--- src/rtl/vector_pair_loader_if.sv ---
// Element-pair stream in, packed A/B vector out, with valid/ready and valid/ack.
// master drives pairs and acks; slave is the loader.
interface vector_pair_loader_if #(
   parameter int N = 3,
   parameter int W = 8
);
   localparam int CW = $clog2(N + 1);

   logic            in_valid;
   logic            in_ready;
   logic [W-1:0]    a_elem;
   logic [W-1:0]    b_elem;
   logic            in_last;
   logic [N*W-1:0]  A;
   logic [N*W-1:0]  B;
   logic            vec_valid;
   logic            vec_ack;
   logic [CW-1:0]   count;

   modport master (
      output in_valid,
      output a_elem,
      output b_elem,
      output in_last,
      output vec_ack,
      input  in_ready,
      input  A,
      input  B,
      input  vec_valid,
      input  count
   );

   modport slave (
      input  in_valid,
      input  a_elem,
      input  b_elem,
      input  in_last,
      input  vec_ack,
      output in_ready,
      output A,
      output B,
      output vec_valid,
      output count
   );
endinterface

--- src/rtl/vector_pair_loader.sv ---
// Packs N (a,b) element pairs into flat A/B vectors for the dot-product stage.
// Short vectors are zero-padded; the packed pair is held until acknowledged.
module vector_pair_loader #(
   parameter int N = 3,
   parameter int W = 8
) (
   input  logic                 clk,
   input  logic                 rst,
   vector_pair_loader_if.slave  bus
);
   localparam int CW = $clog2(N + 1);

   typedef enum logic {
      FILL = 1'b0,
      HOLD = 1'b1
   } state_e;

   state_e          state_q, state_d;
   logic [N*W-1:0]  a_q, a_d;
   logic [N*W-1:0]  b_q, b_d;
   logic [CW-1:0]   count_q, count_d;
   logic            vec_valid_q, vec_valid_d;
   logic            accept;
   logic            close;

   assign bus.in_ready  = (state_q == FILL) & ~rst;
   assign bus.A         = a_q;
   assign bus.B         = b_q;
   assign bus.vec_valid = vec_valid_q;
   assign bus.count     = count_q;

   assign accept = bus.in_valid & bus.in_ready;
   assign close  = bus.in_last | (count_q == CW'(N - 1));

   always_comb begin
      state_d     = state_q;
      a_d         = a_q;
      b_d         = b_q;
      count_d     = count_q;
      vec_valid_d = vec_valid_q;
      unique case (state_q)
         FILL: begin
            if (accept) begin
               // Write slot k; on an early last, clear the slots after it.
               for (int i = 0; i < N; i++) begin
                  if (CW'(i) == count_q) begin
                     a_d[N*W-1-i*W -: W] = bus.a_elem;
                     b_d[N*W-1-i*W -: W] = bus.b_elem;
                  end else if (bus.in_last && (CW'(i) > count_q)) begin
                     a_d[N*W-1-i*W -: W] = '0;
                     b_d[N*W-1-i*W -: W] = '0;
                  end
               end
               count_d = count_q + CW'(1);
               if (close) begin
                  state_d     = HOLD;
                  vec_valid_d = 1'b1;
               end
            end
         end
         HOLD: begin
            if (bus.vec_ack) begin
               state_d     = FILL;
               vec_valid_d = 1'b0;
               count_d     = '0;
            end
         end
         default: begin
            state_d     = FILL;
            vec_valid_d = 1'b0;
         end
      endcase
   end

   always_ff @(posedge clk or posedge rst) begin
      if (rst) begin
         state_q     <= FILL;
         a_q         <= '0;
         b_q         <= '0;
         count_q     <= '0;
         vec_valid_q <= 1'b0;
      end else begin
         state_q     <= state_d;
         a_q         <= a_d;
         b_q         <= b_d;
         count_q     <= count_d;
         vec_valid_q <= vec_valid_d;
      end
   end
endmodule

--- src/flat_wrapper.sv ---
// flat-port wrapper written by rule: the top's interface ports become plain ports
module vector_pair_loader_flat 
#(
   parameter int N = 3,
   parameter int W = 8
)
  (clk, rst, bus_in_valid, bus_a_elem, bus_b_elem, bus_in_last, bus_vec_ack, bus_in_ready, bus_A, bus_B, bus_vec_valid, bus_count);
  vector_pair_loader_if #(.N(N), .W(W)) bus_i ();
  input  logic clk;
  input  logic rst;
  input wire logic [$bits(bus_i.in_valid)-1:0] bus_in_valid;
  input wire logic [$bits(bus_i.a_elem)-1:0] bus_a_elem;
  input wire logic [$bits(bus_i.b_elem)-1:0] bus_b_elem;
  input wire logic [$bits(bus_i.in_last)-1:0] bus_in_last;
  input wire logic [$bits(bus_i.vec_ack)-1:0] bus_vec_ack;
  output wire logic [$bits(bus_i.in_ready)-1:0] bus_in_ready;
  output wire logic [$bits(bus_i.A)-1:0] bus_A;
  output wire logic [$bits(bus_i.B)-1:0] bus_B;
  output wire logic [$bits(bus_i.vec_valid)-1:0] bus_vec_valid;
  output wire logic [$bits(bus_i.count)-1:0] bus_count;
  assign bus_i.in_valid = bus_in_valid;
  assign bus_i.a_elem = bus_a_elem;
  assign bus_i.b_elem = bus_b_elem;
  assign bus_i.in_last = bus_in_last;
  assign bus_i.vec_ack = bus_vec_ack;
  assign bus_in_ready = bus_i.in_ready;
  assign bus_A = bus_i.A;
  assign bus_B = bus_i.B;
  assign bus_vec_valid = bus_i.vec_valid;
  assign bus_count = bus_i.count;
  vector_pair_loader #(.N(N), .W(W)) u_core (.clk(clk), .rst(rst), .bus(bus_i));
endmodule
--- config.mk ---
export PLATFORM = sky130hd
export DESIGN_NAME = vector_pair_loader_flat
export DESIGN_NICKNAME = d
export VERILOG_FILES = /design/src/rtl/vector_pair_loader_if.sv /design/src/rtl/vector_pair_loader.sv /design/src/flat_wrapper.sv
export SDC_FILE = /design/constraint.sdc
export NUM_CORES = 1
export LEC_CHECK = 0
export ABC_AREA = 0
export CAP_MARGIN = 20
export CORE_MARGIN = 1.5
export CORE_UTILIZATION = 47
export CTS_BUF_LIST = sky130_fd_sc_hd__clkbuf_8
export DETAILED_ROUTE_END_ITERATION = 7
export GPL_TIMING_DRIVEN = 1
export PLACE_DENSITY_LB_ADDON = 0.15
export SLEW_MARGIN = 20
export SYNTH_ARGS = -nofsm -noshare
export SYNTH_HDL_FRONTEND = slang
export SYNTH_SLANG_ARGS = --single-unit
export TNS_END_PERCENT = 100
--- constraint.sdc ---
create_clock -name clk -period 2.1 [get_ports clk]
set_input_delay 0.63 -clock clk [delete_from_list [all_inputs] [get_ports clk]]
set_output_delay 0.63 -clock clk [all_outputs]
set_load 0.03 [all_outputs]
==> out/qor.txt <==
========================================================================================
Outcome ................................................................... complete, no violations
Top post-synthesis cells by area .......................................... dfrtp_1 (60%), mux2_2 (8.9%), mux2i_1 (7.4%)
Clock Pin Slew Worst Setup and Hold Paths .................................      0.09 ns
Endpoint required time on the critical path ...............................      1.47 ns
Antenna diode instance count ..............................................            0
Post-synth top area share .................................................       0.6019
Number of placed I/O pins .................................................           73
Pin count of the biggest net entering global routing ......................           53
DRC marker count from the first detailed-route iteration ..................           79
Arrival time worst endpoint ...............................................      1.41 ns
Number of levels the H-tree was split into ................................            2
Static power due to leakage ...............................................     1.375 nW
Per-cell routed wire length ...............................................     15.81 um
Placed cells ..............................................................          292
Pre-CTS setup slack .......................................................   -0.1736 ns
Sequential fraction of the synthesis area .................................       0.6019
Total die area ............................................................ 0.005016 mm2
Number of antenna violations at the first check in global routing .........            0
Final critical delay including setup and external delays ..................     2.038 ns
Number of instances in the synthesized netlist ............................          166
Most used cells in the layout excluding fill and tap cells ................ clkdlybuf4s50_1 (69), dfrtp_1 (52), nand2_1 (21), inv_1 (18)
Clock buffer count from CTS ...............................................            5
Number of warnings printed during yosys synthesis .........................            0
Largest clock skew in the final design ....................................  0.005264 ns
Category of cells accounting for the largest share of critical-path delay . buffers and inverters
Worst Path Max Fanout .....................................................            5
Number of sinks driven by the clock tree ..................................           52
Final max-slew violation count ............................................            0
Setup crit start kind .....................................................         flop
TritonCTS clock tree ......................................................          yes
Cell accounting for the most synthesized area .............................      dfrtp_1
Total Routing Usage GR ....................................................       0.1999
Post-synth net total ......................................................          190
Clock root buffer .........................................................     clkbuf_8
Fin worst setup slack .....................................................   0.06237 ns
Tightest Pin Transition ...................................................    0.3269 ns
Mean area per synthesized cell ............................................    13.02 um2
Count of buffers inserted at the top-level ports ..........................           72
Pwr Density ...............................................................  1684 mW/mm2
Period utilisation layout .................................................       0.9703
Critical Path, Cell by Cell ............................................... clkdlybuf4s50_1
Cell at the slowest stage of the critical path ............................ clkdlybuf4s50_1
Floorplan die height ......................................................     70.83 um
Worst max-slew margin expressed relative to the limit .....................       0.7814
Area delta synth->final ...................................................       44.21%
Design Area, Final ........................................................ 0.003118 mm2
Clock latency on the worst-skew pair ......................................      0.29 ns
Post-detailed-route count of antenna-violating nets .......................            0
Post-synthesis instance area .............................................. 0.002162 mm2
Count of final hold-check violations ......................................            0
Placed wire-length estimate after detailed placement ......................     3.512 mm
CP Buf/Inv Count ..........................................................            1
Average vias per placed instance ..........................................        5.123
RD Place Congestion .......................................................       0.7482
Max VDD drop ..............................................................     1.074 mV
Most common cell after layout, fill and taps aside ........................ clkdlybuf4s50_1
Category of the most critical setup path ..................................      reg2out
Highest cell delay on the worst timing path ...............................      0.70 ns
Final Instance Count excl. Fillers ........................................          300
Final routed DRC violation total ..........................................            0
Clock Path Buffers ........................................................            2
Final WL ..................................................................     4.743 mm
Number of nets in the layout ..............................................          271
Standard-cell row count ...................................................           24
Placed cell area .......................................................... 0.002958 mm2
Kind of end point of the critical path ....................................   output pin
Global route total overflow ...............................................            0
Number of distinct library cells after synthesis ..........................           23
Effective utilization at floorplan ........................................       0.4932
Vias in the first global route ............................................         1622
RSZ-0062 raised after global routing ......................................        false
Type of the most critical hold path .......................................      reg2reg
Layout cells sized above 1 ................................................       0.1613
Wire length of the first global-routing pass ..............................     7.886 mm
Detailed-route via count ..................................................         1537
First-pass iteration count of the detailed router .........................            4
Post-CTS setup repair buffer count ........................................            0
Placeable core region ..................................................... 0.004384 mm2
MaxCap Viol Count .........................................................            0
Final total power .........................................................     5.252 mW
Fmax ......................................................................    490.8 MHz
Horizontal die dimension ..................................................     70.83 um
Flip-flop and latch count after synthesis .................................           52
Number of buffers added to fix hold violations after cts ..................            0
Final number of setup-violating endpoints .................................            0
========================================================================================
==> power by group <==
group          switching, mW  internal (mW)  leakage, nW
Sequential             0.276           1.45        0.661
Clock                  0.319          0.595       0.0784
Combinational           1.43           1.18        0.636
Total                   2.03           3.22         1.38
==> sequential cells by signal (all words and copies together) (netlist names) <==
name	count
u_core.bus.vec_valid	1
u_core.state_q	1
u_core.bus.A	24
u_core.bus.B	24
u_core.bus.count	2
==> synth_stat cells <==
master	instances
buf_4	1
nor2b_1	1
buf_2	1
o21ai_0	2
ha_1	3
buf_6	2
inv_1	19
a21o_1	1
mux2i_1	16
buf_8	1
a22o_1	17
nand2_1	21
or2b_1	1
mux2_2	17
clkbuf_2	1
and2_1	2
dfrtp_1	52
nor2_1	1
nor3b_4	1
a21boi_2	1
buf_12	1
nand2b_1	2
clkbuf_1	2
==> per-stage QoR <==
| stage | hold slack [ns] | setup TNS (ns) | util |
|---|---|---|---|
| 2_1_floorplan | 0.5957 | 0 | - |
| 3_3_place_gp | 0.4667 | -1.528 | 0.6747 |
| 3_5_place_dp | 0.4749 | -3.171 | 0.6747 |
| 4_1_cts | 0.4975 | 0 | 0.7106 |
| 5_1_grt | 0.5175 | 0 | 0.7112 |
| 6_report | 0.4903 | 0 | 0.7112 |
==> layer usage <==
metal	track usage	wire [um]	vias to the layer above
li1	-	-	710
met1	0.2476	2032	782
met2	0.3614	2500	43
met3	0.04131	198	2
met4	0.04403	11	0
met5	0	0	-
==> worst paths after layout <==
path / startpoint / end / slack (ns) / cells after the start
max in group asynchronous: rst / u_core.bus.B[11] / 1.19 / 4
min in group asynchronous: rst / u_core.bus.vec_valid / 0.68 / 4
worst max-delay path: u_core.bus.count[0] / bus_count[0] / 0.06 / 1
worst min register to register: u_core.bus.vec_valid / u_core.bus.vec_valid / 0.49 / 2
worst max register to register: u_core.state_q / u_core.bus.A[23] / 0.50 / 4
worst min-delay path: u_core.bus.vec_valid / u_core.bus.vec_valid / 0.49 / 2
==> logic make-up after synthesis <==
logic type               synth area share
adder cells (fa/ha/maj)           0.01736
AO/OA/AOI/OAI                     0.08218
flip-flops                         0.6019
multiplexers                       0.1626
AND/OR/NAND/NOR                   0.06482
buffers and inverters             0.07118
==> repair_timing <==
item,4_1_cts,5_1_grt
gates resized for setup,1,1
endpoints found under the setup margin,1,1
hold endpoints to repair,0,0
==> area by class of cell <==
class / instances / area (um2)
multi-input combinational: 86 / 706.9
inverter: 19 / 71.32
fill: 308 / 1266
timing repair buffer: 83 / 814.5
sequential: 52 / 1301
clock buffer: 5 / 68.82
clock inverter: 3 / 90.09
tap: 52 / 65.06
Power figures use the tool's default switching activity.
